[src/rtl/calc_pkg.sv]
// calc_pkg: shared types and constants for the ag2048 calculator core.
//   op_t        pending arithmetic operator
//   sh_state_t  display shift-out sequencer states
//   FRAME_BITS  bits per display frame (4 digits x 8 segments)
//   seg_glyph() decimal digit to 7-segment code {dp,g,f,e,d,c,b,a}
package calc_pkg;

   typedef enum logic [2:0] {OP_NONE, OP_ADD, OP_SUB, OP_MUL, OP_DIV} op_t;

   typedef enum logic [1:0] {SH_BITS, SH_IDLE, SH_LATCH} sh_state_t;

   localparam int         FRAME_BITS = 32;
   localparam logic [7:0] SEG_MINUS  = 8'h40;
   localparam logic [7:0] SEG_BLANK  = 8'h00;

   function automatic logic [7:0] seg_glyph(input logic [3:0] d);
      case (d)
         4'd0:    seg_glyph = 8'h3F;
         4'd1:    seg_glyph = 8'h06;
         4'd2:    seg_glyph = 8'h5B;
         4'd3:    seg_glyph = 8'h4F;
         4'd4:    seg_glyph = 8'h66;
         4'd5:    seg_glyph = 8'h6D;
         4'd6:    seg_glyph = 8'h7D;
         4'd7:    seg_glyph = 8'h07;
         4'd8:    seg_glyph = 8'h7F;
         4'd9:    seg_glyph = 8'h6F;
         default: seg_glyph = SEG_BLANK;
      endcase
   endfunction

endpackage

[src/rtl/ag2048_calculator_if.sv]
// ag2048_calculator_if: Tiny Tapeout tile pin bundle.
//   ena      tile enable
//   ui_in    keypad bit lines [3:0], operator buttons [7:4]
//   uio_in   AC [0], EQ [1], signed mode [6], NEG [7]
//   uo_out   keypad word lines [3:0], sr_data/sr_clk/sr_latch/sr_oe_n [7:4]
//   uio_out  pending-operator LEDs [5:2]
//   uio_oe   bidir output enables
interface ag2048_calculator_if;
   logic       ena;
   logic [7:0] ui_in;
   logic [7:0] uio_in;
   logic [7:0] uo_out;
   logic [7:0] uio_out;
   logic [7:0] uio_oe;

   modport master (output ena, ui_in, uio_in, input uo_out, uio_out, uio_oe);
   modport slave  (input ena, ui_in, uio_in, output uo_out, uio_out, uio_oe);
endinterface

[src/rtl/calc_keypad_scan.sv]
// calc_keypad_scan: 4x4 keypad row scanner with one-shot key output.
//   clk, rst   clock, async active-high reset
//   cols       keypad bit lines (active-high, asynchronous)
//   rows       one-hot word line drive, row 0 after reset
//   key_vld    one-cycle pulse when a new key is recognised
//   key_code   4*row + col of that key
module calc_keypad_scan #(
   parameter int SCAN_CYCLES = 256
) (
   input  logic       clk,
   input  logic       rst,
   input  logic [3:0] cols,
   output logic [3:0] rows,
   output logic       key_vld,
   output logic [3:0] key_code
);
   localparam int            CW   = $clog2(SCAN_CYCLES);
   localparam logic [CW-1:0] LAST = CW'(SCAN_CYCLES - 1);

   logic [CW-1:0] cnt;
   logic [1:0]    row_idx;
   logic [3:0]    col_s1, col_s2;
   logic          found, armed;
   logic [3:0]    code;
   logic [1:0]    col_idx;
   logic          hit, found_now;
   logic [3:0]    code_now;

   assign rows = 4'b0001 << row_idx;

   // First key seen in a scan wins: lowest row, then lowest column.
   always_comb begin
      col_idx   = col_s2[0] ? 2'd0 : col_s2[1] ? 2'd1 : col_s2[2] ? 2'd2 : 2'd3;
      hit       = |col_s2;
      found_now = found | hit;
      code_now  = found ? code : {row_idx, col_idx};
   end

   // Columns are sampled only in the last cycle of a row window, so the
   // two sync stages always reflect the row currently being driven.
   always_ff @(posedge clk or posedge rst) begin
      if (rst) begin
         cnt      <= '0;
         row_idx  <= 2'd0;
         col_s1   <= 4'd0;
         col_s2   <= 4'd0;
         found    <= 1'b0;
         armed    <= 1'b1;
         code     <= 4'd0;
         key_vld  <= 1'b0;
         key_code <= 4'd0;
      end else begin
         col_s1  <= cols;
         col_s2  <= col_s1;
         key_vld <= 1'b0;
         if (cnt == LAST) begin
            cnt     <= '0;
            row_idx <= row_idx + 2'd1;
            if (row_idx == 2'd3) begin
               // End of scan: fire once, re-arm only after a key-free scan.
               key_vld  <= found_now & armed;
               key_code <= code_now;
               armed    <= ~found_now;
               found    <= 1'b0;
            end else if (!found && hit) begin
               found <= 1'b1;
               code  <= {row_idx, col_idx};
            end
         end else begin
            cnt <= cnt + 1'b1;
         end
      end
   end
endmodule

[src/rtl/ag2048_calculator.sv]
// ag2048_calculator: four-function 8-bit calculator tile.
//   clk     system clock
//   rst_n   async reset, active-high despite the name
//   bus     tile pins (ag2048_calculator_if.slave): keypad, buttons,
//           74HC595 display chain, operator LEDs
module ag2048_calculator
   import calc_pkg::*;
#(
   parameter int SCAN_CYCLES = 256
) (
   input logic                clk,
   input logic                rst_n,
   ag2048_calculator_if.slave bus
);
   // button order: [3:0] add,sub,mul,div  [4] AC  [5] EQ  [6] NEG
   logic [6:0] btn_raw, b_s1, b_s2, b_s3, b_rise;
   logic       mode;
   logic [3:0] rows, key_code;
   logic       key_vld;
   logic [7:0] cur, acc, eq_res, mag_a, mag_b, mag_q, mag;
   op_t        op, op_sel;
   logic       fresh;
   logic [11:0] cat, lim;
   logic [19:0] dd;
   logic [31:0] disp_word, shreg;
   sh_state_t  sh_state, sh_nxt;
   logic [5:0] bit_cnt, nxt_cnt;
   logic       sr_data, sr_clk, sr_latch, sr_oe_n;
   logic       nxt_data, nxt_clk, nxt_latch, load;
   logic       unused_pins;

   assign btn_raw     = {bus.uio_in[7], bus.uio_in[1], bus.uio_in[0], bus.ui_in[7:4]};
   assign mode        = bus.uio_in[6];
   assign unused_pins = &{1'b0, bus.ena, bus.uio_in[5:2]};

   always_ff @(posedge clk or posedge rst_n) begin
      if (rst_n) begin
         b_s1 <= '0;
         b_s2 <= '0;
         b_s3 <= '0;
      end else begin
         b_s1 <= btn_raw;
         b_s2 <= b_s1;
         b_s3 <= b_s2;
      end
   end
   assign b_rise = b_s2 & ~b_s3;

   calc_keypad_scan #(.SCAN_CYCLES(SCAN_CYCLES)) u_kp (
      .clk(clk), .rst(rst_n), .cols(bus.ui_in[3:0]), .rows(rows),
      .key_vld(key_vld), .key_code(key_code)
   );

   always_comb begin
      op_sel = b_rise[0] ? OP_ADD : b_rise[1] ? OP_SUB : b_rise[2] ? OP_MUL : OP_DIV;
      cat    = {4'd0, cur} * 12'd10 + {8'd0, key_code};
      lim    = mode ? 12'd127 : 12'd255;
      // Signed divide on magnitudes so the quotient truncates toward zero.
      mag_a  = (mode && acc[7]) ? (~acc + 8'd1) : acc;
      mag_b  = (mode && cur[7]) ? (~cur + 8'd1) : cur;
      mag_q  = (mag_b == 8'd0) ? 8'd0 : mag_a / mag_b;
      case (op)
         OP_ADD:  eq_res = acc + cur;
         OP_SUB:  eq_res = acc - cur;
         OP_MUL:  eq_res = 8'(acc * cur);
         OP_DIV:  eq_res = (mode && (acc[7] ^ cur[7])) ? (~mag_q + 8'd1) : mag_q;
         default: eq_res = cur;
      endcase
   end

   always_ff @(posedge clk or posedge rst_n) begin
      if (rst_n) begin
         cur   <= 8'd0;
         acc   <= 8'd0;
         op    <= OP_NONE;
         fresh <= 1'b1;
      end else if (b_rise[4]) begin
         cur   <= 8'd0;
         acc   <= 8'd0;
         op    <= OP_NONE;
         fresh <= 1'b1;
      end else if (b_rise[5]) begin
         if (op != OP_NONE) begin
            cur   <= eq_res;
            op    <= OP_NONE;
            fresh <= 1'b1;
         end
      end else if (|b_rise[3:0]) begin
         op <= op_sel;
         // A second operator before any digit just swaps the operator.
         if (!(op != OP_NONE && fresh)) begin
            acc   <= cur;
            fresh <= 1'b1;
         end
      end else if (b_rise[6]) begin
         if (mode) cur <= ~cur + 8'd1;
      end else if (key_vld && key_code <= 4'd9) begin
         if (fresh) begin
            cur   <= {4'd0, key_code};
            fresh <= 1'b0;
         end else if (cat <= lim) begin
            cur <= cat[7:0];
         end
      end
   end

   // Display image, mode applied live to the stored bits.
   always_comb begin
      mag = (mode && cur[7]) ? (~cur + 8'd1) : cur;
      dd  = {12'd0, mag};
      for (int i = 0; i < 8; i++) begin
         if (dd[11:8]  > 4'd4) dd[11:8]  = dd[11:8]  + 4'd3;
         if (dd[15:12] > 4'd4) dd[15:12] = dd[15:12] + 4'd3;
         if (dd[19:16] > 4'd4) dd[19:16] = dd[19:16] + 4'd3;
         dd = dd << 1;
      end
      disp_word[31:24] = (mode && cur[7]) ? SEG_MINUS : SEG_BLANK;
      disp_word[23:16] = (dd[19:16] != 4'd0) ? seg_glyph(dd[19:16]) : SEG_BLANK;
      disp_word[15:8]  = (dd[19:12] != 8'd0) ? seg_glyph(dd[15:12]) : SEG_BLANK;
      disp_word[7:0]   = seg_glyph(dd[11:8]);
   end

   // Shift-out sequencer: 64 half-bit cycles, idle, latch = 66-cycle frame.
   always_comb begin
      sh_nxt    = sh_state;
      nxt_cnt   = bit_cnt;
      nxt_data  = 1'b0;
      nxt_clk   = 1'b0;
      nxt_latch = 1'b0;
      load      = 1'b0;
      case (sh_state)
         SH_BITS: begin
            load     = (bit_cnt == 6'd0);
            nxt_data = load ? disp_word[FRAME_BITS-1] : shreg[5'd31 - bit_cnt[5:1]];
            nxt_clk  = bit_cnt[0];
            nxt_cnt  = bit_cnt + 6'd1;
            if (bit_cnt == 6'(2*FRAME_BITS - 1)) sh_nxt = SH_IDLE;
         end
         SH_IDLE:  sh_nxt = SH_LATCH;
         default: begin
            nxt_latch = 1'b1;
            sh_nxt    = SH_BITS;
         end
      endcase
   end

   always_ff @(posedge clk or posedge rst_n) begin
      if (rst_n) begin
         sh_state <= SH_BITS;
         bit_cnt  <= 6'd0;
         shreg    <= '0;
         sr_data  <= 1'b0;
         sr_clk   <= 1'b0;
         sr_latch <= 1'b0;
         sr_oe_n  <= 1'b1;
      end else begin
         sh_state <= sh_nxt;
         bit_cnt  <= nxt_cnt;
         if (load) shreg <= disp_word;
         sr_data  <= nxt_data;
         sr_clk   <= nxt_clk;
         sr_latch <= nxt_latch;
         if (nxt_latch) sr_oe_n <= 1'b0;
      end
   end

   assign bus.uo_out  = {sr_oe_n, sr_latch, sr_clk, sr_data, rows};
   assign bus.uio_out = {2'b00, op == OP_DIV, op == OP_MUL, op == OP_SUB, op == OP_ADD, 2'b00};
   assign bus.uio_oe  = 8'b0011_1100;
endmodule

[src/flat_wrapper.sv]
// flat-port wrapper written by rule: the top's interface ports become plain ports
module ag2048_calculator_flat import calc_pkg::*;
#(
   parameter int SCAN_CYCLES = 256
)
  (clk, rst_n, bus_ena, bus_ui_in, bus_uio_in, bus_uo_out, bus_uio_out, bus_uio_oe);
  ag2048_calculator_if bus_i ();
  input logic clk;
  input logic rst_n;
  input wire logic [$bits(bus_i.ena)-1:0] bus_ena;
  input wire logic [$bits(bus_i.ui_in)-1:0] bus_ui_in;
  input wire logic [$bits(bus_i.uio_in)-1:0] bus_uio_in;
  output wire logic [$bits(bus_i.uo_out)-1:0] bus_uo_out;
  output wire logic [$bits(bus_i.uio_out)-1:0] bus_uio_out;
  output wire logic [$bits(bus_i.uio_oe)-1:0] bus_uio_oe;
  assign bus_i.ena = bus_ena;
  assign bus_i.ui_in = bus_ui_in;
  assign bus_i.uio_in = bus_uio_in;
  assign bus_uo_out = bus_i.uo_out;
  assign bus_uio_out = bus_i.uio_out;
  assign bus_uio_oe = bus_i.uio_oe;
  ag2048_calculator #(.SCAN_CYCLES(SCAN_CYCLES)) u_core (.clk(clk), .rst_n(rst_n), .bus(bus_i));
endmodule
[config.mk]
export PLATFORM = sky130hd
export DESIGN_NAME = ag2048_calculator_flat
export DESIGN_NICKNAME = d
export VERILOG_FILES = /design/src/rtl/calc_pkg.sv /design/src/rtl/ag2048_calculator_if.sv /design/src/rtl/calc_keypad_scan.sv /design/src/rtl/ag2048_calculator.sv /design/src/flat_wrapper.sv
export SDC_FILE = /design/constraint.sdc
export NUM_CORES = 1
export LEC_CHECK = 0
export ABC_AREA = 1
export CORE_MARGIN = 2
export CORE_UTILIZATION = 30
export CTS_CLUSTER_DIAMETER = 60
export DETAILED_ROUTE_END_ITERATION = 10
export GPL_TIMING_DRIVEN = 0
export HOLD_SLACK_MARGIN = 0.12
export PLACE_DENSITY = 0.51
export SYNTH_ARGS = -nofsm -noshare
export SYNTH_HDL_FRONTEND = slang
export SYNTH_SLANG_ARGS = --single-unit
[constraint.sdc]
create_clock -name clk -period 17.25 [get_ports clk]
set_input_delay 3.45 -clock clk [delete_from_list [all_inputs] [get_ports clk]]
set_output_delay 3.45 -clock clk [all_outputs]
set_load 0.03 [all_outputs]
# After elaboration in Yosys (flattened, before gate mapping)
# Memories as Yosys holds them, arrays and structs flattened. A register that Yosys moved wholly into a read port is not among the register bits.
# Cells that the tools add are included.
[totals] word_cells=207 register_bits=114 rom_bits=336 n_memories=3
[classes] multipliers=2 magnitude_cmp=21 n_reduce_logical=29 n_shift=1 div=1 bitwise=10 add_sub_neg=28 n_mux=72 n_eq_ne=17
[mem_list] memory="(name not given)" words=16 width=7 read_ports=1 rd_ports_with_merged_regs=0 wr=0 line_no="calc_pkg.sv:17" text="case (d)"
[mem_list] memory="(name not given)" words=16 width=7 read_ports=1 rd_ports_with_merged_regs=0 wr=0 line_no="calc_pkg.sv:17"
[mem_list] memory="(name not given)" words=16 width=7 read_ports=1 rd_ports_with_merged_regs=1 wr=0 line_no="calc_pkg.sv:17"
[ops] op="8-bit 2-to-1 mux" count=21
[ops] op="4-bit by 3-bit > comparator with 1-bit output (second input constant)" count=15
[ops] op="4-bit 2-to-1 mux" count=14
[ops] op="4-bit by 2-bit adder with 4-bit output (second input constant)" count=11
[ops] op="3-bit 2-to-1 mux" count=12
[ops] op="8-bit by 1-bit adder with 8-bit output (second input constant)" count=4
[ops] op="8-bit case mux with 4 select lines" count=1
[ops] op="8-bit NOT" count=3
[ops] op="1-bit 2-to-1 mux" count=18
[ops] op="12-bit by 4-bit adder with 12-bit output" count=1
[ops] op="3-bit by 2-bit adder with 3-bit output (second input constant)" count=4
[ops] op="12-bit <= comparator" count=1
[ops] op="4-bit nonzero test" count=3
[ops] op="8-bit by 3-bit multiplier with 11-bit output (second input constant)" count=1
[ops] op="1-bit by 2-bit adder with 3-bit output (second input constant)" count=3
[ops] op="1-bit by 3-bit > comparator with 1-bit output (second input constant)" count=3
[ops] op="8-bit adder" count=1
[ops] op="8-bit by 8-bit divider with 8-bit output" count=1
[ops] op="8-bit equality test (second input constant)" count=1
[ops] op="8-bit zero test" count=1
[ops] op="8-bit by 8-bit multiplier with 8-bit output" count=1
[ops] op="4-bit inequality test (second input constant)" count=2
[ops] op="8-bit nonzero test" count=1
[ops] op="4-bit OR reduction" count=2
[ops] op="41 further kinds" count=56

# Depth between registers and ports, before layout
# Gate-level depths: netlist (run 1).
[logic_depth] depth_word=19 mapped_depth=96

# Cells and area by module
# A second synthesis (run 1) with hierarchy kept.
[hier_totals] cells_unflattened=1364 area_unflattened_um2=9887.0
[by_module_without_submodules] module="ag2048_calculator" n_inst=1 cells_per_inst=1240 area_per_inst_um2=8638.3 seq_area_each_um2=1804.2
[by_module_without_submodules] module="calc_keypad_scan" n_inst=1 cells_per_inst=124 area_per_inst_um2=1248.7 seq_area_each_um2=726.9

# Worst setup path after synthesis (run 1)
# OpenSTA, ideal clock, no wires.
[synth_timing] path_kind="input to register" start="input bus_uio_in[6]" end="register u_core.cur[6]" slack_ns=2.973 n_path_buf=2 stages=88 required_time_ns=17.173 arrival_ns=14.199 path_cell_list="nand2_1 > buf_2 > o21ai_1 > inv_1 > nor4_1 > nand3_1 > nand3_1 > nand2_1 > ha_1 > o21ai_0 > nand2_1 > nand2_1 > nand2_1 > o21ai_2 > ha_1 > inv_1 > o21bai_1 > a21oi_1 > [52 not listed] > inv_1 > o21ai_0 > o21ai_0 > inv_1 > ha_1 > nand2_1 > o21ai_0 > nand4_1 > o211ai_1 > o21ai_0 > ha_1 > nand3_1 > nand3b_1 > nand3_1 > nand3_1 > nand3_1 > nand3_1 > a21oi_1"
[synth_between] elab_chain_cells=11 word_cells_on_any_way=20
[synth_rtl] item="start: declaration" line_no="flat_wrapper.sv:12" text="input wire logic [$bits(bus_i.uio_in)-1:0] bus_uio_in;"
[synth_rtl] item="1-bit logical AND (on tied branches)" line_no="ag2048_calculator.sv:59, ag2048_calculator.sv:60"
[synth_rtl] item="8-bit 2-to-1 mux (on tied branches)" line_no="ag2048_calculator.sv:59, ag2048_calculator.sv:60"
[synth_rtl] item="8-bit by 8-bit divider with 8-bit output / 8-bit zero test (equally long branches)" line_no="ag2048_calculator.sv:61" text="mag_q = (mag_b == 8'd0) ? 8'd0 : mag_a / mag_b;"
[synth_rtl] item="8-bit 2-to-1 mux" line_no="ag2048_calculator.sv:61"
[synth_rtl] item="8-bit NOT" line_no="ag2048_calculator.sv:66" text="OP_DIV: eq_res = (mode && (acc[7] ^ cur[7])) ? (~mag_q + 8'd1) : mag_q;"
[synth_rtl] item="8-bit by 1-bit adder with 8-bit output" line_no="ag2048_calculator.sv:66"
[synth_rtl] item="8-bit 2-to-1 mux" line_no="ag2048_calculator.sv:66"
[synth_rtl] item="8-bit case mux with 4 select lines" line_no="ag2048_calculator.sv:62" text="case (op)"
[synth_rtl] item="8-bit 2-to-1 mux" line_no="ag2048_calculator.sv:83" text="if (op != OP_NONE) begin"
[synth_rtl] item="8-bit 2-to-1 mux" line_no="ag2048_calculator.sv:82" text="end else if (b_rise[5]) begin"
[synth_rtl] item="8-bit 2-to-1 mux" line_no="ag2048_calculator.sv:77" text="end else if (b_rise[4]) begin"
[synth_rtl] item="end signal: assignment" line_no="ag2048_calculator.sv:84" text="cur <= eq_res;"
[synth_rtl] item="end signal: assignment" line_no="ag2048_calculator.sv:96" text="if (mode) cur <= ~cur + 8'd1;"
[synth_rtl] item="end signal: assignment" line_no="ag2048_calculator.sv:99" text="cur <= {4'd0, key_code};"
[synth_rtl] item="end: declaration" line_no="ag2048_calculator.sv:20" text="logic [7:0] cur, acc, eq_res, mag_a, mag_b, mag_q, mag;"
# Several ways; a longest one is shown, not always the timed one. The select of a mux whose other input is x is not followed.
# A chain may end at the register's enable or synchronous reset.

# Worst setup path after layout (run 1)
# Ends and elaborated chain as after synthesis.

==> impl_metrics.toml, run 1 <==
[status]
outcome = "completed"

[floorplan]
fp.coreArea_sq_um = 31600
start_util_pct = 30.6
die_w_um = 184
die-area_sq_um = 33700
ioPinCount = 43
die_h_um = 184
rows = 65

[synthesis]
synth_cell_types = 58
synth_top_area_share_pct = 25.3
synth_edf_count = 0
avgSynthCellArea_sq_um = 7.22
synth_area_sq_um = 9680
yosysSeqAreaShare_pct = 26.1
synthTopCellsByArea = "dfrtp_1 (25%), ha_1 (14%), nand2_1 (12%)"
async_reset_ff_share_pct = 100
netlist_instances = 1340
ys.flop_type = "dfrtp_1"
yosys_warnings = 0
synth_seq_cells = 101
yosys.area.top_type = "dfrtp_1"

[timing]
slew_viol_final = 0
setup-tns-final_ns = 0
tightest_slew_ns = 0.869
setup_ws_ns = 1.52
slew_headroom_pct = 41.8
period_share_pct = 91.2
setup_viol = 0
fmax_mhz = 63.6
fin_crit_ns = 15.73
hold_viol_final = 0
rsz0062_at_grt = "false"
skew_ns = 0.00741

[detailed_routing]
first_iter_violations = 414
wl_um = 23500
wl_per_cell_um = 13.0
via_count = 8355
drcViolationCount = 0
viasPerCell = 4.64
ant_nets = 0
dr.pass1.iters = 5

[cts]
numCtsBuffers = 9
cts.clk_slew.worst_paths_ns = 0.08
cts_buffer_depth = 2
clock-sinks = 101
clk_latency_ns = 0.35
cts_htree_levels = 3
root_buffer = "clkbuf_16"
cts_tree = "built"

[place]
place_area_sq_um = 10500
place_hpwl_um = 18500
dpl_worst_slack_ns = -0.599
port_buffers = 25
gp_congestion = 0.854

[layout]
layout-drive-gt1-share_pct = 10.3
nFillCells = 3352
area_delta_synth_final_pct = 12.5
antenna_cells = 0
finalInstanceArea_sq_um = 10900
final_nets = 1538

[hold_path]
hp-class = "register to register"

[setup_path]
crit_fanout = 10
cp_slowest_cell = "ha_1"
cp-start-kind = "input port"
critPathKind = "input port to register"
cp.required_ns = 17.53
crit_path_end_kind = "register"
arrival_ns = 16.01
crit_path_frequent_cell = "nand2_1"
slowest_delay_ns = 0.39

[global_route]
grt_pass1_wl_um = 39600
grtUsageTotal_pct = 14.4
grt_overflow = 0
grt_pass1_vias = 8058
grt_antenna_before_repair = 0
grt_max_degree = 70

[job]
drv_cap = 0
[kinds of logic after synthesis]
| group | after synthesis | synth area share, % |
|---|---|---|
| xor+xnor | 53 | 4.80 |
| other cells | 2 | 0.0776 |
| fa+ha+maj | 125 | 17.3 |
| flops | 101 | 26.1 |
| simple gates | 599 | 28.1 |
| compound gates | 198 | 12.5 |
| buf+inv | 262 | 11.1 |
[routing by layer]
| layer | track usage (%) | wire (um) | vias to the layer above |
|---|---|---|---|
| li1 | - | - | 4391 |
| met1 | 19.2 | 11600 | 3843 |
| met2 | 24.9 | 10900 | 108 |
| met3 | 1.90 | 703 | 13 |
| met4 | 2.94 | 246 | 0 |
| met5 | 0 | 0 | - |
[through the flow]
stage                     hold slack (ns)  util [%]  cells
after global placement              0.333      33.1   1777
after CTS                           0.352      34.2   1794
after floorplan                     0.331         -   1350
after detailed placement            0.335      33.2   1778
final                               0.350      34.4   1801
after global routing                0.358      34.4   1801
[area by class of cell]
class | instances | area, sq um | area share, %
Tap cell | 402 | 503 | 4.62
Inverter | 223 | 843 | 7.74
Timing Repair Buffer | 33 | 325 | 2.99
Clock inverter | 7 | 73.8 | 0.678
Sequential cell | 101 | 2530 | 23.2
Multi-Input combinational cell | 987 | 6150 | 56.5
Clock buffer | 9 | 225 | 2.07
Buffer | 39 | 236 | 2.17
[Yosys cell counts (17+ instances only)]
master,instances
xnor2_1,19
nor2_1,91
o21ai_0,71
xor2_1,34
ha_1,110
dfrtp_1,98
inv_1,213
buf_4,17
a21oi_1,47
nand2_2,23
nand2_1,315
nand3_1,91
[layout by cell type, fill, tap and decap left out, drive strengths merged, types with 10 or more instances in the layout]
| cell | count |
|---|---|
| a21oi | 50 |
| buf | 32 |
| clkbuf | 25 |
| clkdlybuf4s50 | 24 |
| conb | 12 |
| dfrtp | 98 |
| fa | 15 |
| ha | 110 |
| inv | 224 |
| nand2 | 346 |
| nand3 | 102 |
| nand4 | 13 |
| nor2 | 96 |
| nor3 | 15 |
| o21ai | 91 |
| o21bai | 10 |
| o22ai | 10 |
| or2 | 14 |
| xnor2 | 19 |
| xor2 | 34 |
[registers in the layout (all words and copies together), names as in the netlist, 2 cells and up]
register              cells
u_core.shreg             19
u_core.acc                8
u_core.cur                8
u_core.u_kp.cnt           8
u_core.b_s1               7
u_core.b_s2               7
u_core.b_s3               7
u_core.bit_cnt            6
u_core.u_kp.code          4
u_core.u_kp.col_s1        4
u_core.u_kp.col_s2        4
u_core.u_kp.key_code      4
u_core.op                 3
u_core.sh_state           2
u_core.u_kp.row_idx       2
[worst paths after layout]
path                                                start                            end  slack, ns  cells past startpoint
worst max-delay path                        bus_uio_in[6]      u_core.cur[6]$_DFFE_PP0P_       1.52                     90
worst min-delay path             u_core.b_s1[3]$_DFF_PP0_       u_core.b_s2[3]$_DFF_PP0_       0.35                      0
worst max register to register  u_core.cur[0]$_DFFE_PP0P_      u_core.cur[6]$_DFFE_PP0P_       3.45                     92
worst min register to register   u_core.b_s1[3]$_DFF_PP0_       u_core.b_s2[3]$_DFF_PP0_       0.35                      0
max in group asynchronous                           rst_n  u_core.u_kp.armed$_DFFE_PP1P_      13.07                      3
min in group asynchronous                           rst_n  u_core.bit_cnt[0]$_DFFE_PP0P_       3.46                      2
[what timing repair did]
| item | CTS | global route |
|---|---|---|
| setup endpoints to repair | 5 | 8 |
| hold buffers | 0 | 0 |
| resized for setup | 3 | 12 |
| buffers inserted | 0 | 7 |
| cloned | 0 | 0 |
| pin swaps | 0 | 2 |
| hold endpoints to repair | 0 | 0 |
[critical path: cells and delay by family]
| family | cells | cell delay (ns) |
|---|---|---|
| and+or+nand+nor | 43 | 5.09 |
| AOI/OAI and AO/OA | 24 | 3.20 |
| adders and majority gates | 9 | 2.60 |
| buffers and inverters | 14 | 1.62 |
Power of run 1 is left out: the tool's default activity adds up to more than one toggle a clock period on the data nets, which glitch-free logic cannot reach.
==> run 2: changes to the inputs <==
- CORE_MARGIN: 2 -> 1.5
==> run 2 against run 1 <==
Effect of this change:
- die area down 1.1%
- register-to-register slack got worse by 0.16 ns
- via count grew 0.28%
- critical endpoint is now u_core.cur[4]$_DFFE_PP0P_
- global-route usage is 0.20 points higher
- sequential share of layout area barely moved
- fmax fell by 0.68%
- design area rose by 0.21%
- clock-buffer cell count did not move
==> impl_metrics.toml, run 2 (synthesis gave the netlist of run 1 again) <==
[detailed_routing]
viasPerCell = 4.65
via_count = 8378
drcViolationCount = 0
first_iter_violations = 385
wl_um = 23500
dr.pass1.iters = 5
ant_nets = 0
wl_per_cell_um = 13.1

[cts]
cts_htree_levels = 3
cts.clk_slew.worst_paths_ns = 0.08
cts_tree = "built"
clk_latency_ns = 0.35
numCtsBuffers = 9
ctsHoldBuffers = 0
cts_buffer_depth = 2
root_buffer = "clkbuf_16"
clock-sinks = 101

[setup_path]
cp_slowest_cell = "ha_1"
critPathBufInv = 15
crit_path_frequent_cell = "nand2_1"
cp-start-kind = "input port"
crit_path_end_kind = "register"
critPathLaunch = "bus_uio_in[6]"
crit_family = "simple AND/OR/NAND/NOR gates"
critPathKind = "input port to register"
cp.required_ns = 17.52
r2r_start = "u_core.cur[0]$_DFFE_PP0P_"
arrival_ns = 16.10
slowest_delay_ns = 0.38
crit_fanout = 10

[floorplan]
start_util_pct = 30.6
die_h_um = 183
rows = 65
die_w_um = 183
die-area_sq_um = 33400
fp.coreArea_sq_um = 31600
ioPinCount = 43

[timing]
setup_viol = 0
period_share_pct = 91.8
fin_crit_ns = 15.84
slew_viol_final = 0
tightest_slew_ns = 0.839
fmax_mhz = 63.1
hold_viol_final = 0
setup_ws_ns = 1.41
skew_ns = 0.00902
slew_headroom_pct = 43.8
setup-tns-final_ns = 0
hold_ws_ns = 0.351

[global_route]
use_met3_pct = 1.44
grt_max_degree = 52
busiest_layer = "met2"
grtUsageTotal_pct = 14.6
grt_pass1_wl_um = 39700
grt_pass1_vias = 8108
grt_antenna_before_repair = 0
grt_use_met2_pct = 24.4
use_met1_pct = 20.1
grt_overflow = 0

[layout]
final-seq-area_sq_um = 2530
multiInputGateArea_sq_um = 6150
top_register = "u_core.shreg"
utilization_pct = 34.5
final_common_cell = "nand2_1"
antenna_cells = 0
mostFrequentLayoutCells = "nand2_1 (314), inv_1 (209), ha_1 (110)"
nFillCells = 3305
final_nets = 1539
area_delta_synth_final_pct = 12.7
largest_reg_flops = 19
layout-drive-gt1-share_pct = 10.4

[hold_path]
min_from = "u_core.b_s1[5]$_DFF_PP0_"
hp-class = "register to register"

[status]
outcome = "completed"

[place]
gp_congestion = 0.824
dpl_worst_slack_ns = -0.648
port_buffers = 25
place_hpwl_um = 18500

[job]
drv_cap = 0
[run 2: final timing paths]
check	slack (ns)	depth (start not counted)	to
max in group asynchronous	12.96	3	u_core.u_kp.armed$_DFFE_PP1P_
worst max-delay path	1.41	90	u_core.cur[4]$_DFFE_PP0P_
worst min register to register	0.35	0	u_core.b_s2[5]$_DFF_PP0_
worst max register to register	3.29	92	u_core.cur[4]$_DFFE_PP0P_
min in group asynchronous	3.56	2	u_core.bit_cnt[0]$_DFFE_PP0P_
worst min-delay path	0.35	0	u_core.b_s2[5]$_DFF_PP0_
[run 2: final cells by class]
type                    instances  area share, %
multi-input cells             987           56.4
clock inverters                 7          0.814
inverters                     223           7.73
plain buffers                  39           2.17
repair buffers                 34           3.05
flip-flops and latches        101           23.2
clock buffers                   9           2.06
well taps                     402           4.61
[run 2: what timing repair did]
action | 4_1_cts | 5_1_grt
gates cloned | 0 | 0
endpoints found under the hold margin | 0 | 0
resized for setup | 2 | 14
pin swaps | 0 | 2
endpoints found under the setup margin | 6 | 8
setup buffers | 0 | 8
[run 2: per-layer routing]
metal	up-vias	wire length (um)	share of wire, %
li1	4387	-	-
met1	3842	11700	50
met2	132	10800	46
met3	17	656	2.8
met4	0	338	1.4
met5	-	0	0
[run 2: stage by stage]
| stage | area (sq um) | cells |
|---|---|---|
| after CTS | 10800 | 1794 |
| final | 10900 | 1802 |
| after floorplan | 9720 | 1350 |
| after global placement | 10500 | 1777 |
| after detailed placement | 10500 | 1778 |
| after global routing | 10900 | 1802 |
Power of run 2 is left out for the same reason.
